[config.mk]
export PLATFORM = sky130hd
export DESIGN_NAME = pattern_sequencer
export DESIGN_NICKNAME = d
export VERILOG_FILES = /design/src/rtl/pattern_sequencer.sv
export SDC_FILE = /design/constraint.sdc
export NUM_CORES = 1
export LEC_CHECK = 0
export ABC_AREA = 1
export CORE_UTILIZATION = 48
export CTS_BUF_LIST = sky130_fd_sc_hd__clkbuf_4 sky130_fd_sc_hd__clkbuf_8 sky130_fd_sc_hd__clkbuf_16
export DETAILED_ROUTE_END_ITERATION = 7
export GPL_ROUTABILITY_DRIVEN = 0
export HOLD_SLACK_MARGIN = 0.03
export PLACE_DENSITY = 0.75
export SYNTH_ARGS = -nofsm -noshare
export SYNTH_HDL_FRONTEND = slang
export SYNTH_SLANG_ARGS = --single-unit
[constraint.sdc]
create_clock -name clk -period 1.5 [get_ports clk]
set_input_delay 0.3 -clock clk [delete_from_list [all_inputs] [get_ports clk]]
set_output_delay 0.3 -clock clk [all_outputs]
set_load 0.05 [all_outputs]
[src/rtl/pattern_sequencer.sv]
// pattern_sequencer
//
// Holds a small table of symbols and plays them back one per enable strobe
// into a downstream Mealy detector. While playing, it counts how many strobes
// the detector reported a hit on.
//
// Ports
//   clk        : clock, all state changes on the rising edge
//   rst        : synchronous active-high reset
//   en         : playback pacing strobe (one symbol per strobe while running)
//   load       : append load_data to the table (idle only, ignored when full)
//   load_data  : symbol to append
//   clear      : empty the table (idle only, wins over load)
//   start      : begin playback (idle only, needs a non-empty table)
//   stop       : abort playback, no done pulse, wins over en
//   loop       : level, wrap to the first entry instead of finishing
//   det_in     : detector hit flag, sampled on strobes while running
//   sym_out    : last symbol issued
//   sym_valid  : one-cycle pulse when sym_out has just been updated
//   busy       : high while playing
//   done       : one-cycle pulse after a normal (non-looping) end of playback
//   length     : number of entries in the table
//   det_count  : saturating hit count of the current or most recent run
module pattern_sequencer #(
  parameter int DEPTH = 8,
  parameter int SYM_W = 2,
  parameter int CNT_W = 8
) (
  input  logic                     clk,
  input  logic                     rst,
  input  logic                     en,
  input  logic                     load,
  input  logic [SYM_W-1:0]         load_data,
  input  logic                     clear,
  input  logic                     start,
  input  logic                     stop,
  input  logic                     loop,
  input  logic                     det_in,
  output logic [SYM_W-1:0]         sym_out,
  output logic                     sym_valid,
  output logic                     busy,
  output logic                     done,
  output logic [$clog2(DEPTH):0]   length,
  output logic [CNT_W-1:0]         det_count
);

  localparam int AW = $clog2(DEPTH);
  localparam int LW = AW + 1;

  typedef enum logic [1:0] {
    IDLE,
    RUN,
    DONE
  } state_t;

  state_t state, next_state;

  logic [SYM_W-1:0] sym_table [DEPTH];
  logic [AW-1:0]    rd_ptr;
  logic             last_entry;
  logic             issue;
  logic             accept_start;

  // rd_ptr is one bit narrower than length, so widen it before comparing.
  assign last_entry = ({1'b0, rd_ptr} == (length - LW'(1)));

  always_ff @(posedge clk) begin
    if (rst) begin
      state <= IDLE;
    end else begin
      state <= next_state;
    end
  end

  // Stop is checked before en so an abort never issues a symbol in the same cycle.
  always_comb begin
    next_state   = state;
    issue        = 1'b0;
    accept_start = 1'b0;
    busy         = 1'b0;
    done         = 1'b0;
    case (state)
      IDLE: begin
        if (start && (length != '0)) begin
          next_state   = RUN;
          accept_start = 1'b1;
        end
      end
      RUN: begin
        busy = 1'b1;
        if (stop) begin
          next_state = IDLE;
        end else if (en) begin
          issue = 1'b1;
          if (last_entry && !loop) begin
            next_state = DONE;
          end
        end
      end
      DONE: begin
        done       = 1'b1;
        next_state = IDLE;
      end
      default: begin
        next_state = IDLE;
      end
    endcase
  end

  // Table contents are deliberately left out of reset; only length decides
  // which entries are meaningful.
  always_ff @(posedge clk) begin
    if (rst) begin
      length    <= '0;
      rd_ptr    <= '0;
      sym_out   <= '0;
      sym_valid <= 1'b0;
      det_count <= '0;
    end else begin
      sym_valid <= issue;
      if (state == IDLE) begin
        if (clear) begin
          length <= '0;
        end else if (load && (length < LW'(DEPTH))) begin
          sym_table[length[AW-1:0]] <= load_data;
          length                    <= length + LW'(1);
        end
      end
      if (accept_start) begin
        rd_ptr    <= '0;
        det_count <= '0;
      end
      if (issue) begin
        sym_out <= sym_table[rd_ptr];
        rd_ptr  <= last_entry ? '0 : rd_ptr + AW'(1);
        if (det_in && (det_count != {CNT_W{1'b1}})) begin
          det_count <= det_count + CNT_W'(1);
        end
      end
    end
  end

endmodule
; Yosys cells after proc, flatten, opt, wreduce, memory -nomap -nowiden
; Memories as Yosys holds them, arrays and structs flattened. A register that Yosys moved wholly into a read port is not among the register bits.
; Cells that the tools add are included.
[op_classes]
addsub = 4
multipliers = 0
div = 0
n_lt_le_gt_ge = 1
n_eq_ne = 7
shift = 0
mux = 25
bitwise = 0
n_reduce_logical = 11
[op_table]
columns = cell, count
row1 = two-way mux 8 bit, 3
row2 = two-way mux 1 bit, 12
row3 = two-way mux 3 bit, 3
row4 = adder 8 x 1 -> 8 bit (second input constant), 1
row5 = two-way mux 2 bit, 4
row6 = two-way mux 4 bit, 2
row7 = != test 8 bit (second input constant), 1
row8 = != test 3 bit (second input constant), 2
row9 = adder 4 x 1 -> 4 bit (second input constant), 1
row10 = == test 3 x 4 -> 1 bit, 1
row11 = logical AND 1 bit, 4
row12 = < comparator 4 bit (second input constant), 1
row13 = one-hot mux 2 bit (2 select lines), 1
row14 = nonzero test 2 bit, 2
row15 = nonzero test 4 bit, 1
row16 = subtractor 4 x 1 -> 4 bit (second input constant), 1
row17 = adder 3 x 1 -> 3 bit (second input constant), 1
row18 = AND reduction 3 bit, 1
row19 = == test 2 x 1 -> 1 bit (second input constant), 1
row20 = == test 2 bit (second input constant), 1
row21 = logical NOT 2 bit, 1
row22 = != test 2 bit (second input constant), 1
row23 = AND reduction 2 bit, 1
row24 = logical NOT 1 bit, 1
[word_totals]
register_bits = 18
latchBits = 0
mem_bits_rw = 16
rom_bits = 0
inputBits = 11
output_inout_bits = 17
elab_cells = 54
mem_count = 1
[memory_table]
columns = memory, words, width, rd, rd_ports_with_merged_regs, write_ports, line
row1 = sym_table, 8, 2, 1, 1, 1, 58  ; logic [SYM_W-1:0] sym_table [DEPTH];

; Longest topological paths before layout
; Gate-level depths: netlist (run 1).
[logic_depth]
depth_word = 7
mapped_depth = 11
depth_no_buf = 11

; Least setup slack after synthesis (run 1)
; OpenSTA, ideal clock, no wires.
[synth_path]
kind = register to register
start = register length[0]
end = register state[0]
setup_ps = 112
arrival_ps = 1825
required_time_ps = 1388
path_slack_ps = -438
stages_incl_launch_ff = 11
n_path_buf = 0
synth_period_minus_slack_ps = 1938
cell_sequence = dfxtp_1 -> inv_1 -> ha_1 -> nand2_1 -> inv_1 -> nor2_1 -> nand3_1 -> nor2_1 -> nand2_1 -> nand2_1 -> nand2_1
[synth_via]
elab_chain_cells = 5
elab_cells_between_ends = 8
classes_between = add/sub: 1 / eq/ne: 3 / reduce/logical: 4
[synth_rtl]
columns = element, line
row1 = from (decl), 43  ; output logic [$clog2(DEPTH):0] length,
row2 = from (signal assigned), 126  ; length <= length + LW'(1);
row3 = subtractor 4 x 1 -> 4 bit, 65  ; assign last_entry = ({1'b0, rd_ptr} == (length - LW'(1)));
row4 = == test 3 x 4 -> 1 bit, 65
row5 = logical AND 1 bit, 95  ; if (last_entry && !loop) begin
row6 = != test 3 bit (no source line), -
row7 = AND reduction 3 bit (no source line) *, -
row8 = to (signal assigned), 71  ; state <= next_state;
row9 = to (decl), 56  ; state_t state, next_state;
; Mark *: on every way between the ends. The rest lies on a longest branch, timed or not.
; A chain may end at the register's enable or synchronous reset.

; Final worst setup path (run 1)
[layout_path]
start = register state[1]
end = memory sym_table[6][1], enable pin
[layout_via]
elab_chain_cells = 4
[layout_rtl]
columns = element, line
row1 = logical NOT 2 bit, 121  ; if (state == IDLE) begin
row2 = two-way mux 1 bit, 121
row3 = two-way mux 1 bit, 113  ; if (rst) begin
row4 = two-way mux 1 bit (not written as such), 125  ; sym_table[length[AW-1:0]] <= load_data;
row5 = to (decl), 58
; No other way between the ends.

==> flow_metrics.env, run 1 <==
export IMPL_route_detailed_wl_per_inst_um=14.7
export IMPL_setup_worst_path_end_class="flip-flop"
export IMPL_synth_lib_cells_used_distinct=32
export IMPL_syn_instance_count=242
export IMPL_timing_final_crit_share=0.986
export IMPL_layout_cells_most_common="sky130_fd_sc_hd__nand2_1"
export IMPL_timing_worst_slew_pin_value_ps=408
export IMPL_grt_start_max_net_pins=14
export IMPL_io_pin_count=28
export IMPL_finalWorstPathRequiredPeriod_ps=1480
export IMPL_syn_cell_area_um2=1900
export IMPL_grt_antenna_before_repair=0
export IMPL_final_area_um2=2810
export IMPL_slew_headroom=0.727
export IMPL_cts_root_buffer="sky130_fd_sc_hd__clkbuf_8"
export IMPL_critPathSlowestCell="sky130_fd_sc_hd__dfxtp_2"
export IMPL_clock_latency_ps=300
export IMPL_leakagePower_nw=1.15
export IMPL_finalNonFillerCells=344
export IMPL_worstPathCellList="inv_2 -> nand2_2 -> nor4_4 -> buf_4 -> nand2_8 -> nor3_4"
export IMPL_ir_drop_mv=0.745
export IMPL_syn_area_per_cell_um2=7.85
export IMPL_initial_utilization=0.511
export IMPL_number_of_global_route_vias_before_repair=1707
export IMPL_clock_sink_count=36
export IMPL_die_area_um2=4210
export IMPL_dp_hpwl_um=3460
export IMPL_outcome="complete, no violations"
export IMPL_hold_violations=0
export IMPL_clk_pin_slew_ps=80
export IMPL_drt_initial_drc_count=148
export IMPL_via_count_normalized_by_instance_count=5.19
export IMPL_clock_skew_ps=10.3
export IMPL_worst_setup_path_start_kind="flip-flop"
export IMPL_setup_crit_end="sym_table[6][1]"
export IMPL_number_of_maximum_capacitance_constraint_violations=0
export IMPL_finalSetupTns_ps=0
export IMPL_critical_path_n_buffers_inverters=2
export IMPL_rsz_0062_raised_after_global_routing="true"
export IMPL_placed_cell_area_um2=2540
export IMPL_ant_nets=0
export IMPL_worst_r2r_cell_count=6
export IMPL_detail_route_first_pass_iterations=4
export IMPL_core_rowCount=22
export IMPL_warnings_from_yosys=0
export IMPL_tritoncts="built"
export IMPL_register_to_register_setup_slack_ps=20
export IMPL_critical_path_max_stage_delay_ps=330
export IMPL_postSynthNetCount=257
export IMPL_drc_errors=0
export IMPL_setup_failing_eps_final=0
export IMPL_clock_tree_htree_level_count=2
export IMPL_final_cell_mix="sky130_fd_sc_hd__nand2_1, sky130_fd_sc_hd__inv_1, sky130_fd_sc_hd__buf_4"
export IMPL_cp_top_family="simple AND/OR/NAND/NOR gates"
export IMPL_synth_seq_area_share=0.464
export IMPL_dieHeight_um=64.9
export IMPL_num_vias=1785
export IMPL_syn_to_final_growth_pct=47.8
export IMPL_place_inst=331
export IMPL_timing_max_transition_violations_final=0
export IMPL_ctsLongestPathBuffers=2
export IMPL_hold_class="flip-flop to flip-flop"
export IMPL_worst_slack_ps=21.5
export IMPL_grt_first_pass_wirelength_um=7990
export IMPL_globalRouteOverflowTotal=0
export IMPL_globalRouteTotalUtil=0.254
export IMPL_core_um2=3720
export IMPL_cp_arrival_ps=1490
export IMPL_finish_net_count=310
export IMPL_post_route_cells_drive_above_1_share=0.345
export IMPL_maxClockFrequency_mhz=676
export IMPL_tritoncts_num_buffers=5
export IMPL_critical_path_reg2reg_endpoint="sym_table[6][1]"
export IMPL_place_worst_setup_slack_ps=-548
export IMPL_power_density_nw_per_um2=708
export IMPL_postCtsHoldBufs=0
export IMPL_rr_startpoint="state[1]"
export IMPL_hold_worst_slack_ps=507
export IMPL_timing_critical_path_required_ps=1510
export IMPL_timing_setup_critical_path_class="flip-flop to flip-flop"
export IMPL_port_buffers=27
export IMPL_critical_path_peak_fanout=4
export IMPL_worst_path_stages=6
export IMPL_die_x_um=64.9
export IMPL_crit_start="state[1]"
export IMPL_n_antenna_cell=0
export IMPL_totalWireLength_um=5050
export IMPL_ys_seq_elements=36
==> cell type report <==
| cell class | instances | area (µm²) |
|---|---|---|
| timing repair buffer | 51 | 621 |
| tap | 48 | 60.1 |
| clock buffer | 5 | 68.8 |
| clock inverter | 3 | 23.8 |
| inverter | 35 | 131 |
| multi-input combinational | 166 | 993 |
| fill | 256 | 910 |
| sequential | 36 | 908 |
==> worst register-to-register path: stages, from the launching register on <==
cell and delay (ps):
sky130_fd_sc_hd__dfxtp_2 330, sky130_fd_sc_hd__inv_2 60, sky130_fd_sc_hd__nand2_2 70, sky130_fd_sc_hd__nor4_4 310, sky130_fd_sc_hd__buf_4 210, sky130_fd_sc_hd__nand2_8 70
sky130_fd_sc_hd__nor3_4 150
==> power by group <==
group / total, mW / switching [mW] / internal, mW
clock network: 0.712 / 0.383 / 0.329
registers: 1.03 / 0.00560 / 1.02
logic: 0.245 / 0.142 / 0.103
total: 1.99 / 0.531 / 1.46
==> Yosys cell counts <==
library cell / n / share of area
sky130_fd_sc_hd__nand2_1: 64 / 0.13
sky130_fd_sc_hd__inv_1: 30 / 0.059
sky130_fd_sc_hd__nor2_1: 26 / 0.051
sky130_fd_sc_hd__dfxtp_1: 20 / 0.21
sky130_fd_sc_hd__nand3_1: 20 / 0.053
sky130_fd_sc_hd__edfxtp_1: 16 / 0.25
sky130_fd_sc_hd__o21ai_0: 12 / 0.032
sky130_fd_sc_hd__a21oi_1: 9 / 0.024
sky130_fd_sc_hd__nor3_1: 6 / 0.016
sky130_fd_sc_hd__ha_1: 4 / 0.026
sky130_fd_sc_hd__inv_2: 4 / 0.0079
sky130_fd_sc_hd__nor2_2: 3 / 0.0099
sky130_fd_sc_hd__buf_2: 2 / 0.0053
sky130_fd_sc_hd__nand3_2: 2 / 0.011
sky130_fd_sc_hd__nand4_1: 2 / 0.0066
sky130_fd_sc_hd__o21ai_1: 2 / 0.0053
sky130_fd_sc_hd__o21ai_2: 2 / 0.0092
sky130_fd_sc_hd__o21bai_1: 2 / 0.0079
sky130_fd_sc_hd__o31ai_1: 2 / 0.0079
sky130_fd_sc_hd__xor2_1: 2 / 0.0092
sky130_fd_sc_hd__buf_4: 1 / 0.0040
sky130_fd_sc_hd__buf_6: 1 / 0.0059
sky130_fd_sc_hd__clkbuf_1: 1 / 0.0020
sky130_fd_sc_hd__clkbuf_4: 1 / 0.0040
sky130_fd_sc_hd__clkinv_1: 1 / 0.0020
sky130_fd_sc_hd__nand2_2: 1 / 0.0033
sky130_fd_sc_hd__nand2_4: 1 / 0.0059
sky130_fd_sc_hd__nand3_4: 1 / 0.0092
sky130_fd_sc_hd__nor2_4: 1 / 0.0059
sky130_fd_sc_hd__nor2_8: 1 / 0.011
sky130_fd_sc_hd__nor3_2: 1 / 0.0053
sky130_fd_sc_hd__nor4_4: 1 / 0.011
==> through the flow <==
| stage | util | power (mW) |
|---|---|---|
| 3_5_place_dp | 0.685 | 1.27 |
| 3_3_place_gp | 0.685 | 1.26 |
| 6_report | 0.755 | 1.99 |
| 4_1_cts | 0.732 | 1.97 |
| 5_1_grt | 0.755 | 2.05 |
| 2_1_floorplan | - | 1.16 |
==> cell families after synthesis <==
logic type / Yosys count / share of synthesized area
and+or+nand+nor: 130 / 0.325
buffers and inverters: 41 / 0.0902
DFF: 36 / 0.464
AOI/OAI and AO/OA: 29 / 0.0856
adders and majority gates: 4 / 0.0264
xor gates and xnor gates: 2 / 0.00922
==> what timing repair did <==
action | in CTS | in global routing
pin swaps | 6 | 7
gates resized for setup | 21 | 16
setup endpoints to repair | 18 | 29
cloned | 0 | 1
setup buffers | 2 | 2
==> layer usage <==
metal | wire [µm] | vias up | track usage
met5 | 0 | - | 0
met4 | 141 | 0 | 0.0917
met3 | 232 | 15 | 0.0651
met2 | 2500 | 57 | 0.411
met1 | 2170 | 825 | 0.324
li1 | - | 888 | -
==> worst min path at each step <==
| stage | startpoint | end | slack, ps | cells after the start |
|---|---|---|---|---|
| floorplan | load_data[0] | sym_table[0][0] | 400 | 0 |
| global placement | sym_out[1] | sym_out[1] | 490 | 2 |
| global route | sym_out[0] | sym_out[0] | 540 | 2 |
| detailed placement | sym_out[0] | sym_out[0] | 500 | 2 |
| CTS | clear | length[3] | 480 | 4 |
| finish | sym_out[0] | sym_out[0] | 510 | 2 |
==> registers in the layout (all words and copies together), names as in the netlist <==
register / cells
state: 2
sym_valid: 1
sym_table: 16
rd_ptr: 3
det_count: 8
length: 4
sym_out: 2
No activity file was read; power rests on OpenSTA's default activity.
==> run 2: changes to the inputs <==
--- a/config.mk
+++ b/config.mk
@@ -6,12 +6,13 @@
 export NUM_CORES = 1
 export LEC_CHECK = 0
 export ABC_AREA = 1
-export CORE_UTILIZATION = 48
+export CORE_UTILIZATION = 53
 export CTS_BUF_LIST = sky130_fd_sc_hd__clkbuf_4 sky130_fd_sc_hd__clkbuf_8 sky130_fd_sc_hd__clkbuf_16
 export DETAILED_ROUTE_END_ITERATION = 7
 export GPL_ROUTABILITY_DRIVEN = 0
 export HOLD_SLACK_MARGIN = 0.03
-export PLACE_DENSITY = 0.75
+export PLACE_DENSITY = 0.78
+export REMOVE_ABC_BUFFERS = 1
 export SYNTH_ARGS = -nofsm -noshare
 export SYNTH_HDL_FRONTEND = slang
 export SYNTH_SLANG_ARGS = --single-unit
==> constraint.sdc (replaced) <==
create_clock -name clk -period 1.7 [get_ports clk]
set_input_delay 0.34 -clock clk [delete_from_list [all_inputs] [get_ports clk]]
set_output_delay 0.34 -clock clk [all_outputs]
set_load 0.05 [all_outputs]
==> run 2 against run 1 <==
Compared with the run above:
- critical path depth rose by 1
- clock-buffer cell count is 2 higher
- sequential share of layout area rose by 4.7 points
- first-iteration DRC count decreased by 45%
- via count down 8.3%
- setup slack better by 71 ps
- final area down 15%
- clock skew barely moved
- combinational power is 27% lower
- clock power decreased by 35%
- critical path type is now primary input to flip-flop
- critical endpoint is now sym_table[2][0]
==> flow_metrics.env, run 2 (synthesis gave the netlist of run 1 again) <==
export IMPL_finalWorstPathRequiredPeriod_ps=1610
export IMPL_ctsLongestPathBuffers=2
export IMPL_cp_arrival_ps=1640
export IMPL_clock_tree_htree_level_count=2
export IMPL_post_route_cells_drive_above_1_share=0.219
export IMPL_totalWireLength_um=3890
export IMPL_share_seq_of_total_power=0.588
export IMPL_critical_path_reg2reg_endpoint="state[1]"
export IMPL_grt_start_max_net_pins=14
export IMPL_tritoncts="built"
export IMPL_power_share_combinational=0.115
export IMPL_outcome="complete, no violations"
export IMPL_slew_headroom=0.733
export IMPL_rsz_0062_raised_after_global_routing="true"
export IMPL_cp_top_family="simple AND/OR/NAND/NOR gates"
export IMPL_met2_usage=0.366
export IMPL_clock_sink_count=36
export IMPL_power_clock_fraction=0.297
export IMPL_layout_cells_most_common="sky130_fd_sc_hd__nand2_1"
export IMPL_worst_r2r_cell_count=9
export IMPL_clk_pin_slew_ps=100
export IMPL_hold_path_end="sym_out[0]"
export IMPL_nFillCells=265
export IMPL_hold_violations=0
export IMPL_die_x_um=61.9
export IMPL_dieHeight_um=61.9
export IMPL_syn_to_final_growth_pct=25.2
export IMPL_power_switching_fraction=0.244
export IMPL_dp_hpwl_um=3000
export IMPL_largest_register_ff_count=16
export IMPL_global_routing_met1_resource_utilization=0.306
export IMPL_power_density_nw_per_um2=653
export IMPL_grt_antenna_before_repair=0
export IMPL_io_pin_count=28
export IMPL_hold_class="flip-flop to flip-flop"
export IMPL_grtUsageMet3=0.0642
export IMPL_register_to_register_setup_slack_ps=160
export IMPL_final_cell_mix="sky130_fd_sc_hd__nand2_1, sky130_fd_sc_hd__inv_1, sky130_fd_sc_hd__buf_4"
export IMPL_initial_utilization=0.560
export IMPL_hold_worst_slack_ps=471
export IMPL_die_area_um2=3830
export IMPL_route_detailed_wl_per_inst_um=11.8
export IMPL_final_area_um2=2380
export IMPL_clock_latency_ps=340
export IMPL_clock_skew_ps=10.3
export IMPL_timing_critical_path_required_ps=1730
export IMPL_critPathSlowestCell="sky130_fd_sc_hd__clkdlybuf4s50_1"
export IMPL_timing_final_crit_share=0.945
export IMPL_whs_path_depth=2
export IMPL_drc_errors=0
export IMPL_grt_first_pass_wirelength_um=6290
export IMPL_num_vias=1637
export IMPL_critical_path_n_buffers_inverters=3
export IMPL_critical_path_peak_fanout=4
export IMPL_internal_power_mw=1.17
export IMPL_port_buffers=27
export IMPL_ant_nets=0
export IMPL_worst_setup_path_start_kind="primary input"
export IMPL_ir_drop_mv=0.586
export IMPL_critical_path_max_stage_delay_ps=450
export IMPL_setup_worst_path_end_class="flip-flop"
export IMPL_timing_max_transition_violations_final=0
export IMPL_worstPathCellList="clkdlybuf4s50_1 -> inv_1 -> nor2_1 -> inv_1 -> nor4_4 -> nand2_1 -> nor3_2"
export IMPL_core_um2=3390
export IMPL_holdCritStartpoint="sym_out[0]"
export IMPL_globalRouteOverflowTotal=0
export IMPL_cts_root_buffer="sky130_fd_sc_hd__clkbuf_4"
export IMPL_via_count_normalized_by_instance_count=4.98
export IMPL_finish_net_count=297
export IMPL_critPathMostFrequentCell="sky130_fd_sc_hd__inv_1"
export IMPL_number_of_maximum_capacitance_constraint_violations=0
export IMPL_timing_setup_critical_path_class="primary input to flip-flop"
export IMPL_finalSetupTns_ps=0
export IMPL_placed_cell_area_um2=2280
export IMPL_core_rowCount=21
export IMPL_leakagePower_nw=1.00
export IMPL_n_antenna_cell=0
export IMPL_drt_initial_drc_count=81
export IMPL_highest_utilization_routing_layer_at_the_global_route_stage="met2"
export IMPL_maxClockFrequency_mhz=622
export IMPL_final_core_utilization=0.701
export IMPL_rr_startpoint="length[0]"
export IMPL_detail_route_first_pass_iterations=4
export IMPL_number_of_global_route_vias_before_repair=1419
export IMPL_timing_worst_slew_pin_value_ps=400
export IMPL_setup_failing_eps_final=0
export IMPL_globalRouteTotalUtil=0.231
export IMPL_total_switching_power_uw=378
export IMPL_tritoncts_num_buffers=5
[run 2: cell types whose count changed in the layout (fill, tap and decap cells not counted), sizes merged]
cell / previous run / this run
nand3: 24 / 23
clkinvlp: 2 / 0
dlygate4sd2: 3 / 0
clkdlybuf4s50: 7 / 10
clkbuf: 5 / 7
buf: 41 / 29
[run 2: worst max-delay path by stage]
stage | cells past startpoint | startpoint | end
final | 7 | load | sym_table[2][0]
after global routing | 7 | load | sym_table[2][0]
after CTS | 7 | load | sym_table[2][0]
after detailed placement | 7 | load | sym_table[7][1]
after global placement | 7 | load | sym_table[7][0]
after floorplan | 10 | length[0] | state[0]
[run 2: cell type report]
cell class / count / area [µm²] / area share
well taps: 46 / 57.6 / 0.0242
clock buffers: 7 / 52.6 / 0.0221
inverters: 35 / 131 / 0.0553
multi-input cells: 165 / 882 / 0.371
flip-flops and latches: 36 / 881 / 0.371
clock inverters: 1 / 5.00 / 0.00211
repair buffers: 39 / 368 / 0.155
[run 2: tightest hold or removal path, cell delays in order (launching register included)]
cell and delay (ps):
sky130_fd_sc_hd__dfxtp_1 320, sky130_fd_sc_hd__nand2_1 60, sky130_fd_sc_hd__a21oi_1 50
[run 2: what timing repair did]
item                                    4_1_cts  5_1_grt
endpoints found under the setup margin        0       11
buffers inserted                              0        0
endpoints found under the hold margin         0        0
resized for setup                             0        8
hold buffers                                  0        0
[run 2: stage by stage]
stage | std cells | setup WS [ps] | power [mW]
after detailed placement | 321 | -354 | 1.11
after floorplan | 236 | -239 | 1.02
final | 329 | 92.8 | 1.55
after CTS | 329 | 20.4 | 1.56
after global routing | 329 | -19.7 | 1.62
after global placement | 321 | -238 | 1.10
[run 2: metal layers]
layer,wire [µm],part of all wire,vias to the layer above
li1,-,-,863
met1,1840,0.47,729
met2,1850,0.47,38
met3,162,0.042,7
met4,47,0.012,0
met5,0,0,-
[run 2: power groups by stage]
| stage | Combinational (mW) | Clock, mW | Sequential (mW) |
|---|---|---|---|
| floorplan | 0.0730 | 0 | 0.948 |
| global placement | 0.170 | 0 | 0.933 |
| detailed placement | 0.173 | 0 | 0.933 |
| CTS | 0.174 | 0.469 | 0.913 |
| global route | 0.195 | 0.512 | 0.915 |
| finish | 0.178 | 0.461 | 0.913 |
==> RTL change, RTL diff (settings of run 1) <==
Remove the register `sym_valid`: a continuous assignment takes its place, so the output `sym_valid` follows one clock earlier. Comments in the files are not updated.
--- a/src/rtl/pattern_sequencer.sv
+++ b/src/rtl/pattern_sequencer.sv
@@ -116,6 +116,4 @@
       sym_out   <= '0;
-      sym_valid <= 1'b0;
       det_count <= '0;
     end else begin
-      sym_valid <= issue;
       if (state == IDLE) begin
@@ -142,2 +140,4 @@
 
+  assign sym_valid = issue;
+
 endmodule
Formal check against the unedited RTL: not equivalent (a bounded check fails within 4 cycles, from zero or initial values and one cycle with rst high).
==> RTL change against run 1 <==
  * The flow now finishes with violations (negative setup slack)
  * Cell count shrank 6.1%
  * Count of clock-buffer cells in the layout grew 1
  * Cell area shrank 3.9%
  * Critical path depth grew 3
  * Worst setup slack lost 34 ps
  * Worst hold slack lost 65 ps
  * Sequential cell count shrank 1
  * Area after synthesis shrank 5.0%
  * Routed wire length shrank 4.0%
  * Total power shrank 3.2%
==> RTL change: results (changes against run 1) <==
Worst vdd ir: 0.751 mV (+0.82%)
Tot GR Track Use: 23.1% (-2.3 points)
Worst-path clk slew: 70 ps
Synth cell count leaders: nor2_1 (44), nand2_1 (43), inv_1 (23)
Initial antenna violation count: 0 (unchanged)
Hold_sp: load
H-Tree Depth: 2 (unchanged)
Port bufs: 27 (unchanged)
WHS Path Cells: 5 (+3)
Post-DP HPWL: 3070 µm (-11%)
Primary FF master, synth: dfxtp_1
Kind of critical path: reg -> reg
Reg-to-reg endpoint: state[0]
Layout net count: 291 (-6.1%)
Vias: 1709 (-4.3%)
Seq/Total Area, Yosys: 47.7% (+1.3 points)
Synth unique cells: 28 (-13%)
CTS root buf: clkbuf_8
Vias in the first global route: 1495 (-12%)
Number of synthesized flops with an enable pin: 16 (unchanged)
R2R cell count: 9 (+3)
Total CTS buffers: 5 (unchanged)
Reg2reg start: length[1]
Synth Warn #: 0 (unchanged)
Largest net degree at the start of global routing: 14 (unchanged)
Max reg flops: 16 (unchanged)
Failing checks: negative setup slack
Clk Latency, worst-skew pair: 300 ps (about the same)
Setup Fix Bufs, Post-CTS: 2 (unchanged)
LEAKAGE: 1.05 nW (-9.1%)
Crit-path max FO: 5 (+1)
Clock Skews: 3.13 ps (-7.12 ps)
Post-cts repair resize count: 13 (-38%)
Tightest Pin Transition: 338 ps (-70.7 ps)
Hold Crit Endpoint: length[0]
Global-route wire length before repair: 6960 µm (-13%)
Setup-failing EPs final: 2 (+2)
Initial DRC count: 132 (-11%)
Status: finished with violations
Top area cells in the synthesized netlist: edfxtp_1 (27%), dfxtp_1 (21%), nor2_1 (9.2%)
Synthesized net count: 243 (-5.4%)
Slack of the critical path: -12.1 ps (-33.6 ps)
Async S/R FF share, synth: 0% (unchanged)
Routed len/inst: 15.0 µm (+2.2%)
Min-delay worst type: in -> reg
DR pass1 iterations: 4 (unchanged)
Antenna fix cells: 0 (unchanged)
Fillcell total: 221 (-14%)
Clock buffer depth: 2 (unchanged)
Critical Path AT: 1690 ps (+200 ps)
Layout cell share with drive strength beyond 1: 34.3% (-0.16 points)
-- RTL change: final cells by class --
type | instances | area share [%]
Sequential cell | 35 | 33.0
Multi-Input combinational cell | 161 | 35.3
Clock buffer | 6 | 2.83
Timing Repair Buffer | 47 | 22.4
Tap cell | 46 | 2.13
Clock inverter | 2 | 0.278
Inverter | 26 | 3.99
-- RTL change: worst max-delay path, cell delays in order (launching register included) --
cell	delay, ps
dfxtp_4	370
inv_6	50
ha_4	270
nor2_1	40
nor2_1	130
nand2_1	90
nor2_2	160
nand3_2	120
nand2_1	80
a21oi_1	70
-- RTL change: power by group --
part | total, mW | internal [mW] | switching [mW]
logic | 0.248 | 0.107 | 0.141
registers | 1.00 | 0.997 | 0.00725
clock network | 0.671 | 0.334 | 0.337
-- RTL change: through the flow --
step	cells	setup TNS, ps	setup slack, ps	instance area, µm²	hold slack [ps]
after floorplan	228	0	3.17	1840	399
after global placement	309	-5750	-382	2410	488
after detailed placement	309	-6960	-482	2410	494
after CTS	319	0	4.45	2550	504
after global routing	323	-280	-64.9	2700	454
final	323	-20.1	-12.1	2700	443
-- RTL change: logic make-up after synthesis --
| kind of cell | count (synthesis) | synth area share, % |
|---|---|---|
| adder cells (fa/ha/maj) | 4 | 2.77 |
| buffers and inverters | 33 | 8.18 |
| AO/OA/AOI/OAI | 36 | 11.0 |
| flip-flops | 35 | 47.7 |
| AND/OR/NAND/NOR | 119 | 29.9 |
| XOR/XNOR | 1 | 0.486 |
-- RTL change: routing by layer --
metal | GRT usage, % | part of all wire, % | vias to the layer above
li1 | - | - | 844
met1 | 29.1 | 42 | 814
met2 | 37.8 | 52 | 43
met3 | 5.80 | 3.9 | 8
met4 | 9.09 | 2.0 | 0
met5 | 0 | 0 | -
